===== src/rtl/depp_reg_bridge.sv =====
// depp_reg_bridge: byte-wide register bridge behind a DEPP front end.
// Scratch registers, an LED register, a byte stream FIFO with sticky
// overflow/underflow flags, a status register and an ID register. Each
// accepted request completes with a one-cycle response pulse on the next cycle.
// Optional feature: define DEPP_BRIDGE_DROPCNT_EN to build the saturating
// counter of requests that arrive while busy (readable at 0x0B).
module depp_reg_bridge #(
    parameter int unsigned FIFO_DEPTH = 16,
    parameter logic [7:0]  ID_VALUE   = 8'hD5
) (
    input  logic       i_clk_8mhz,
    input  logic       i_rst_n,
    input  logic       i_req_valid,
    input  logic       i_req_write,
    input  logic [7:0] i_req_addr,
    input  logic [7:0] i_req_wdata,
    output logic       o_rsp_valid,
    output logic [7:0] o_rsp_rdata,
    output logic       o_busy,
    output logic [3:0] o_led,
    output logic       o_fifo_empty,
    output logic       o_fifo_full
);

    localparam int unsigned PW         = $clog2(FIFO_DEPTH);
    localparam logic [4:0]  DEPTH_CNT  = 5'(FIFO_DEPTH);

    localparam logic [7:0]  A_LED      = 8'h04;
    localparam logic [7:0]  A_FIFO     = 8'h08;
    localparam logic [7:0]  A_STATUS   = 8'h09;
    localparam logic [7:0]  A_CTRL     = 8'h0A;
    localparam logic [7:0]  A_DROPCNT  = 8'h0B;
    localparam logic [7:0]  A_ID       = 8'h0F;

    typedef enum logic {
        S_IDLE,
        S_RESP
    } state_t;

    state_t          state;
    state_t          state_nxt;

    logic            accept;
    logic            wr_acc;
    logic            rd_acc;
    logic            push;
    logic            pop;
    logic            ctrl_wr;

    logic [7:0]      scratch [4];
    logic [3:0]      led;
    logic [7:0]      mem [FIFO_DEPTH];
    logic [PW-1:0]   wptr;
    logic [PW-1:0]   rptr;
    logic [4:0]      count;
    logic            ovf;
    logic            unf;
    logic [7:0]      dropcnt;
    logic [7:0]      status;
    logic [7:0]      rd_mux;
    logic [7:0]      rsp_rdata;

    assign accept  = i_req_valid && (state == S_IDLE);
    assign wr_acc  = accept && i_req_write;
    assign rd_acc  = accept && !i_req_write;
    assign push    = wr_acc && (i_req_addr == A_FIFO);
    assign pop     = rd_acc && (i_req_addr == A_FIFO);
    assign ctrl_wr = wr_acc && (i_req_addr == A_CTRL);

    assign o_fifo_empty = (count == '0);
    assign o_fifo_full  = (count == DEPTH_CNT);
    assign o_led        = led;
    assign o_rsp_rdata  = rsp_rdata;
    assign status       = {ovf, unf, o_fifo_full, o_fifo_empty, count[3:0]};

    // State register: idle, or presenting the response of the last accepted request.
    always_ff @(posedge i_clk_8mhz or negedge i_rst_n) begin
        if (!i_rst_n) begin
            state <= S_IDLE;
        end else begin
            state <= state_nxt;
        end
    end

    // Next-state and handshake outputs: every accepted request takes exactly one response cycle.
    always_comb begin
        state_nxt   = state;
        o_busy      = 1'b0;
        o_rsp_valid = 1'b0;
        case (state)
            S_IDLE: begin
                if (i_req_valid) begin
                    state_nxt = S_RESP;
                end
            end
            S_RESP: begin
                o_busy      = 1'b1;
                o_rsp_valid = 1'b1;
                state_nxt   = S_IDLE;
            end
            default: state_nxt = S_IDLE;
        endcase
    end

    // Read data selection from pre-request register state.
    always_comb begin
        rd_mux = '0;
        case (i_req_addr)
            8'h00, 8'h01, 8'h02, 8'h03: rd_mux = scratch[i_req_addr[1:0]];
            A_LED:                      rd_mux = {4'h0, led};
            A_FIFO:                     rd_mux = o_fifo_empty ? '0 : mem[rptr];
            A_STATUS:                   rd_mux = status;
            A_DROPCNT:                  rd_mux = dropcnt;
            A_ID:                       rd_mux = ID_VALUE;
            default:                    rd_mux = '0;
        endcase
    end

    // Response data register: read data for accepted reads, zero otherwise.
    always_ff @(posedge i_clk_8mhz or negedge i_rst_n) begin
        if (!i_rst_n) begin
            rsp_rdata <= '0;
        end else if (rd_acc) begin
            rsp_rdata <= rd_mux;
        end else begin
            rsp_rdata <= '0;
        end
    end

    // Scratch and LED registers, written by accepted writes to their addresses.
    always_ff @(posedge i_clk_8mhz or negedge i_rst_n) begin
        if (!i_rst_n) begin
            for (int unsigned i = 0; i < 4; i++) begin
                scratch[i] <= '0;
            end
            led <= '0;
        end else if (wr_acc) begin
            if (i_req_addr[7:2] == 6'd0) begin
                scratch[i_req_addr[1:0]] <= i_req_wdata;
            end else if (i_req_addr == A_LED) begin
                led <= i_req_wdata[3:0];
            end
        end
    end

    // FIFO storage: not reset, written only on a push that has room.
    always_ff @(posedge i_clk_8mhz) begin
        if (push && !o_fifo_full) begin
            mem[wptr] <= i_req_wdata;
        end
    end

    // FIFO pointers, occupancy and sticky error flags, plus CTRL flush/clear.
    always_ff @(posedge i_clk_8mhz or negedge i_rst_n) begin
        if (!i_rst_n) begin
            wptr  <= '0;
            rptr  <= '0;
            count <= '0;
            ovf   <= 1'b0;
            unf   <= 1'b0;
        end else begin
            if (push) begin
                if (o_fifo_full) begin
                    ovf <= 1'b1;
                end else begin
                    wptr  <= wptr + PW'(1);
                    count <= count + 5'd1;
                end
            end
            if (pop) begin
                if (o_fifo_empty) begin
                    unf <= 1'b1;
                end else begin
                    rptr  <= rptr + PW'(1);
                    count <= count - 5'd1;
                end
            end
            if (ctrl_wr) begin
                if (i_req_wdata[0]) begin
                    wptr  <= '0;
                    rptr  <= '0;
                    count <= '0;
                end
                if (i_req_wdata[1]) begin
                    ovf <= 1'b0;
                    unf <= 1'b0;
                end
            end
        end
    end

`ifdef DEPP_BRIDGE_DROPCNT_EN
    // Saturating count of requests presented while a response is in flight.
    always_ff @(posedge i_clk_8mhz or negedge i_rst_n) begin
        if (!i_rst_n) begin
            dropcnt <= '0;
        end else if (ctrl_wr && i_req_wdata[1]) begin
            dropcnt <= '0;
        end else if (i_req_valid && (state == S_RESP) && (dropcnt != 8'hFF)) begin
            dropcnt <= dropcnt + 8'd1;
        end
    end
`else
    assign dropcnt = '0;
`endif

endmodule


===== config.mk =====
export PLATFORM = sky130hd
export DESIGN_NAME = depp_reg_bridge
export DESIGN_NICKNAME = d
export VERILOG_FILES = /design/src/rtl/depp_reg_bridge.sv
export SDC_FILE = /design/constraint.sdc
export NUM_CORES = 1
export LEC_CHECK = 0
export BUFFER_PORTS_ARGS = -buffer_cell sky130_fd_sc_hd__clkbuf_2
export CORE_MARGIN = 8
export CORE_UTILIZATION = 65
export CTS_BUF_LIST = sky130_fd_sc_hd__clkbuf_8
export DETAILED_ROUTE_END_ITERATION = 8
export PLACE_DENSITY = 0.95
export SLEW_MARGIN = 20
export SYNTH_ARGS = -nofsm -noshare
export SYNTH_HDL_FRONTEND = slang
export SYNTH_SLANG_ARGS = --single-unit

===== constraint.sdc =====
create_clock -name i_clk_8mhz -period 3.4 [get_ports i_clk_8mhz]
set_input_delay 0.17 -clock i_clk_8mhz [delete_from_list [all_inputs] [get_ports i_clk_8mhz]]
set_output_delay 0.17 -clock i_clk_8mhz [all_outputs]
set_load 0.03 [all_outputs]

==> parameters.txt, run 1 <==
Parameter                              Value

Cells and area
  Post-layout net count ... ~560
  Leading cell type in the layout, fill and taps excluded ... edfxtp_1
  Top library cells by usage in the layout, fill and taps aside ... edfxtp_1 (128), dfrtp_1 (59), mux4_2 (36), mux2_2 (36), clkbuf_2 (34)
  Filler cells ... 695
  Area Overhead vs Synth ... 9.69%
  Share of cells above drive strength 1 ... 0.293
  Number of antenna repair diodes ... 0

Die
  Core area ... 12100 um2
  Vertical die dimension ... roughly 130 um
  Number of top-level design ports ... 36
  Die Span X ... around 130 um
  Starting Density ... 0.669
  Placement Rows ... 40
  Full die area ... 16200 um2

STA
  Final count of negative-setup-slack endpoints ... 0
  Final critical-path required period ... 2.75 ns
  Highest clock frequency the design can meet ... approximately 0.36 GHz
  Final Max Tran Viols ... 0
  Setup Total Neg Slack ... 0 ns
  Minimum hold slack ... ~0.16 ns
  Final Hold Violating Endpoints ... 0
  Slew headroom ... 0.353
  Transition time of the tightest slew-check pin ... roughly 0.97 ns
  Setup repair after global routing missed its margin ... no
  Final period utilization ... 0.810
  Maximum clock skew at final layout ... 0.0167 ns

Setup path
  Reg-to-reg startpoint ... count[0]
  Flop-to-flop setup slack ... ~0.65 ns
  Critical register-to-register path endpoint ... mem[10][1]
  Arrival time at the worst endpoint ... 2.88 ns
  Required time at the endpoint of the critical path ... approximately 3.5 ns
  R2r worst-path depth ... 7
  Worst Path Max Fanout ... 8
  Type of the worst setup path ... flop to flop
  Startpoint type of the worst setup path ... flop
  Endpoint class of the critical path ... flop

Synthesis
  Synth async-reset ratio ... 0.319
  Yosys reg bits ... 188
  Main flop type after synthesis ... edfxtp_1
  Proportion of netlist area held by the largest area contributor ... 0.476
  EDFF count, synth ... 128
  Number of distinct library cells after synthesis ... 57
  Syn_area_per_cell ... roughly 16 um2
  Cell taking the most area after synthesis ... edfxtp_1
  Post-synthesis sequential area ratio ... 0.662
  Nets in the synthesized netlist ... 520
  Yosys synthesis warning count ... 0
  Post-Syn Area ... 8070 um2
  Leading cell types by total area after synthesis ... edfxtp_1 (48%), dfrtp_1 (19%), mux4_2 (10%)
  Cell count after synthesis ... between 400 and 500

Clocking
  Count of H-tree levels built during CTS ... 4
  TritonCTS sink count ... 188
  Clock Tree Root ... clkbuf_8
  Clock buffer depth ... 2
  Clock insertion delay at the later pin of the skew report ... roughly 0.47 ns
  Clock input transition at the sequential cells of the worst setup and hold paths ... 0.10 ns
  CTS tree ... done
  Count of instances resized after the clock tree is built ... 0
  Hold_buf cts ... 2
  Num CTS Buffers ... 17
  # Post-CTS Setup Buffers ... 0

Placement
  Global placer's final weighted congestion ... 0.963
  IO buf count ... 35
  Total half-perimeter wirelength after legalization and detailed placement ... 12700 um

Global route
  Maximum number of pins on one net before global-route repair ... 43
  Via count of the first global-routing pass ... 4864
  Wire length of the first global-routing pass ... 29000 um
  GR Overflow Total ... 0
  GRT Overall Usage ... 0.245
  Antenna violations before repair ... 0

Job
  Reported max-cap violation count ... 0

Power
  Cell leakage power ... 0.00330 uW
  Worst vdd rail ir drop ... about 0.00053 V
  Power per cell area ... 493 nW/um2

Hold path
  Worst min-delay path startpoint ... i_req_addr[4]
  Worst min-delay path endpoint ... o_rsp_rdata[2]
  Hold Path Class ... input pin to flop
  Cells on Worst Hold Path ... 4

Drt
  Average routed wire per standard cell ... roughly 27 um
  Aggregate routed wire length ... 19000 um
  DR vias ... approximately 4.8k
  Post-DRT Antenna Nets ... 0
  Number of DRC markers in iteration 0 ... 749
  Drt first pass iters ... 7
  Detailed-route DRC error count ... 0
  Detail-routed via count per cell ... 6.70

Run status
  Status ... finished clean
==> kinds of logic (layout without fill, tap and decap cells) <==
kind of cell / Yosys count / after routing / share of synthesized area
simple gates: 124 / 124 / 0.0914
mux: 81 / 81 / 0.162
buf+inv: 30 / 80 / 0.0184
flops: 188 / 188 / 0.662
compound gates: 54 / 54 / 0.0456
fa+ha+maj: 7 / 7 / 0.0108
xor+xnor: 9 / 9 / 0.00976
==> per-stage QoR <==
step	worst slack [ns]	utilization	cells	cell area [um2]	total power (uW)
final	0.647	0.734	711	8850	4360
after detailed placement	0.808	0.694	677	8370	2710
after CTS	0.803	0.734	711	8850	4360
after floorplan	1.10	-	493	8070	2620
after global routing	0.454	0.734	711	8850	4460
after global placement	0.987	0.694	677	8370	2700
==> power by group <==
part	switching (uW)	leakage [uW]	total, uW	internal, uW
Combinational	125	0.00109	188	63.3
Clock	796	0.000239	1700	903
Sequential	16.9	0.00197	2480	2460
Total	937	0.00330	4360	3420
==> worst max-delay path, stage by stage (launching register included) <==
cell	delay [ns]
dfrtp_1	0.46
inv_1	0.09
ha_1	0.23
nor3b_1	0.17
nand2_1	0.16
inv_1	0.17
nor4b_1	0.67
and2_1	0.46
==> cell usage after synthesis, types with 2 or more instances <==
cell type and count:
a21oi_1 15, a22o_1 6, a22oi_1 8, a31oi_1 2, and2_1 15, and4_1 4
buf_1 2, buf_2 7, buf_4 2, clkbuf_1 11, clkbuf_8 2, dfrtp_1 60
edfxtp_1 128, ha_1 7, inv_1 6, mux2_2 36, mux2i_1 9, mux4_2 36
nand2_1 18, nand3_1 27, nand4_1 2, nor2_1 21, nor2b_1 7, nor3_1 6
nor3b_1 3, nor4b_2 2, o21a_1 2, o21ai_0 8, o221ai_1 3, o22ai_1 2
o2bb2ai_1 3, xnor2_1 6, xor2_1 3
==> worst max path at each step <==
stage,to,start
2_1_floorplan,count[0],count[0]
3_3_place_gp,mem[0][1],count[0]
3_5_place_dp,mem[2][1],count[0]
4_1_cts,mem[8][2],count[0]
5_1_grt,mem[11][7],count[0]
6_report,mem[10][1],count[0]
==> layout make-up <==
| cell class | instances | area [um2] | share of cell area |
|---|---|---|---|
| well taps | 168 | 210 | 0.0237 |
| inverters | 6 | 22.5 | 0.00254 |
| multi-input cells | 275 | 2580 | 0.291 |
| clock inverters | 14 | 216 | 0.0244 |
| clock buffers | 18 | 248 | 0.0280 |
| repair buffers | 42 | 233 | 0.0263 |
| flip-flops and latches | 188 | 5350 | 0.604 |
==> routing by layer <==
| metal | vias to the layer above | wire length [um] | track usage |
|---|---|---|---|
| met5 | - | 0 | 0 |
| met4 | 0 | 753 | 0.122 |
| met3 | 60 | 1740 | 0.0711 |
| met2 | 307 | 9630 | 0.394 |
| met1 | 2391 | 6860 | 0.298 |
| li1 | 2004 | - | - |
==> sequential cells by signal, indices dropped and copies added, names as in the netlist <==
register	count
mem	128
o_rsp_rdata	8
rptr	4
count	5
unf	1
state	1
wptr	4
ovf	1
scratch	32
o_led	4
Note: power is estimated with default switching activity, not from simulation.
==> run 2, diff against run 1 <==
Settings changed: CORE_UTILIZATION 65 to 57, PLACE_DENSITY 0.95 to 0.89.
Clock period 3.4 ns to 2.41 ns, I/O delays scaled along.
==> run 2 against run 1 <==
  * The run now ends with negative setup slack left
  * Flip-flop and latch count is the same
  * Final cell count is 3.5% higher
  * Global-route usage fell by 2.9 points
  * Largest cell class unchanged
  * Highest routed layer unchanged
==> parameters.txt, run 2 (synthesis gave the netlist of run 1 again) <==
Parameter                              Value

Run status
  Status ... finished with violations
  Violations in the final reports ... negative setup slack

Placement
  IO buf count ... 35
  Total half-perimeter wirelength after legalization and detailed placement ... 12600 um
  Global placer's final weighted congestion ... 0.944
  Total placed instance area ... 8510 um2

Setup path
  CP max stage delay ... 0.52 ns
  Type of the worst setup path ... flop to flop
  Worst Path Max Fanout ... 8
  Required time at the endpoint of the critical path ... between 2 and 3 ns
  Most frequent cell on the critical path ... inv_1
  Buffer and inverter count on the worst path ... 3
  Cell family contributing the most delay on the critical path ... simple AND/OR/NAND/NOR gates
  Arrival time at the worst endpoint ... 2.64 ns
  Max stage delay cell, worst path ... nor4b_1
  Critical path, cell by cell ... inv_1 > ha_1 > nor3b_2 > nand2_1 > inv_1 > nor4b_1 > buf_4 > and2_2
  Endpoint class of the critical path ... flop
  Startpoint type of the worst setup path ... flop

Die
  Full die area ... 18200 um2
  Placement Rows ... 43
  Die Span X ... 135 um
  Vertical die dimension ... 135 um
  Starting Density ... 0.582
  Core area ... 13900 um2
  Number of top-level design ports ... 36

Drt
  DR vias ... 4851
  Detailed-route DRC error count ... 0
  Post-DRT Antenna Nets ... 0
  Average routed wire per standard cell ... 25.7 um
  Drt first pass iters ... 5
  Number of DRC markers in iteration 0 ... 698
  Aggregate routed wire length ... roughly 19000 um
  Detail-routed via count per cell ... 6.59

Global route
  Antenna violations before repair ... 0
  GRT Overall Usage ... 0.216
  Maximum number of pins on one net before global-route repair ... 36
  Wire length of the first global-routing pass ... 28900 um
  GR Overflow Total ... 0
  Via count of the first global-routing pass ... 4870

STA
  Maximum clock skew at final layout ... 0.0212 ns
  Slew headroom ... 0.454
  PnR worst setup slack ... -0.0627 ns
  Final critical-path required period ... 2.47 ns
  Final Hold Violating Endpoints ... 0
  Final period utilization ... 1.03
  Final Max Tran Viols ... 0
  Highest clock frequency the design can meet ... 0.404 GHz
  Final count of negative-setup-slack endpoints ... 32
  Transition time of the tightest slew-check pin ... between 0.8 and 0.9 ns
  Setup Total Neg Slack ... -1.37 ns

Job
  Reported max-cap violation count ... 0

Cells and area
  Leading cell type in the layout, fill and taps excluded ... edfxtp_1
  Area of all placed cells without fillers ... 8920 um2
  Flip-flop count of the largest register after layout ... 128
  Share of cells above drive strength 1 ... 0.320
  Most flop-heavy register ... mem
  Area Overhead vs Synth ... 10.5%
  Post-layout net count ... between 500 and 600
  Top library cells by usage in the layout, fill and taps aside ... edfxtp_1 (128), dfrtp_1 (59), mux4_2 (36), mux2_2 (36), clkbuf_2 (35)
  Number of antenna repair diodes ... 0

Power
  Worst vdd rail ir drop ... 0.000381 V
  Overall Power ... 5810 uW
  Power per cell area ... 651 nW/um2
  Cell leakage power ... 0.00334 uW

Clocking
  Num CTS Buffers ... 17
  Clock Tree Root ... clkbuf_8
  Count of H-tree levels built during CTS ... 4
  TritonCTS sink count ... 188
  # Post-CTS Setup Buffers ... 0
  Clock insertion delay at the later pin of the skew report ... 0.48 ns
  CTS tree ... done
  Clock input transition at the sequential cells of the worst setup and hold paths ... about 0.090 ns
  Clock buffer depth ... 2

Hold path
  Hold Path Class ... input pin to flop
## run 2: changes by cell type in the layout (fill, tap and decap cells not counted), sizes merged
cell,previous run,this run
buf,6,18
clkinv,1,7
bufinv,5,2
inv,13,11
## run 2: metal layers
layer / part of all wire / GRT usage
met1: 0.37 / 0.264
met2: 0.52 / 0.367
met3: 0.077 / 0.0494
met4: 0.027 / 0.0820
met5: 0 / 0
## run 2: final cells by class
class | instances | area [um2]
flip-flops and latches | 188 | 5350
clock inverters | 15 | 146
clock buffers | 17 | 234
repair buffers | 55 | 355
fillers | 908 | 4960
inverters | 6 | 22.5
multi-input cells | 275 | 2590
well taps | 180 | 225
## run 2: repair_timing
| item | 4_1_cts | 5_1_grt |
|---|---|---|
| gates resized for setup | 0 | 9 |
| endpoints found under the hold margin | 29 | 0 |
| hold buffers | 2 | 0 |
| endpoints found under the setup margin | 0 | 93 |
## run 2: final timing paths
kind	slack, ns	from	depth (start not counted)	endpoint
min in group asynchronous	0.29	i_rst_n	2	count[4]
setup / recovery	-0.06	count[1]	8	mem[10][2]
hold / removal	0.08	i_req_addr[4]	4	o_rsp_rdata[5]
max in group asynchronous	1.38	i_rst_n	3	scratch[19]
hold reg to reg	0.51	scratch[6]	1	scratch[6]
setup reg to reg	-0.06	count[1]	8	mem[10][2]
## run 2: stage by stage
| stage | util | hold slack [ns] | cells | setup slack (ns) |
|---|---|---|---|---|
| 6_report | 0.643 | 0.0814 | 736 | -0.0627 |
| 3_3_place_gp | 0.613 | 0.205 | 702 | 0.249 |
| 4_1_cts | 0.642 | 0.0527 | 736 | 0.0332 |
| 5_1_grt | 0.643 | 0.0871 | 736 | -0.123 |
| 3_5_place_dp | 0.613 | 0.225 | 702 | 0.0664 |
| 2_1_floorplan | - | -0.175 | 493 | 0.105 |
## run 2: worst min-delay path, delay by kind of cell
family                 cells  cell delay, ns
AOI/OAI and AO/OA          1            0.07
buffers and inverters      1            0.13
and+or+nand+nor            2            0.20
## run 2: where the power goes
part / internal (uW) / switching (uW)
logic: 98.3 / 185
clock network: 920 / 1120
registers: 3470 / 15.9
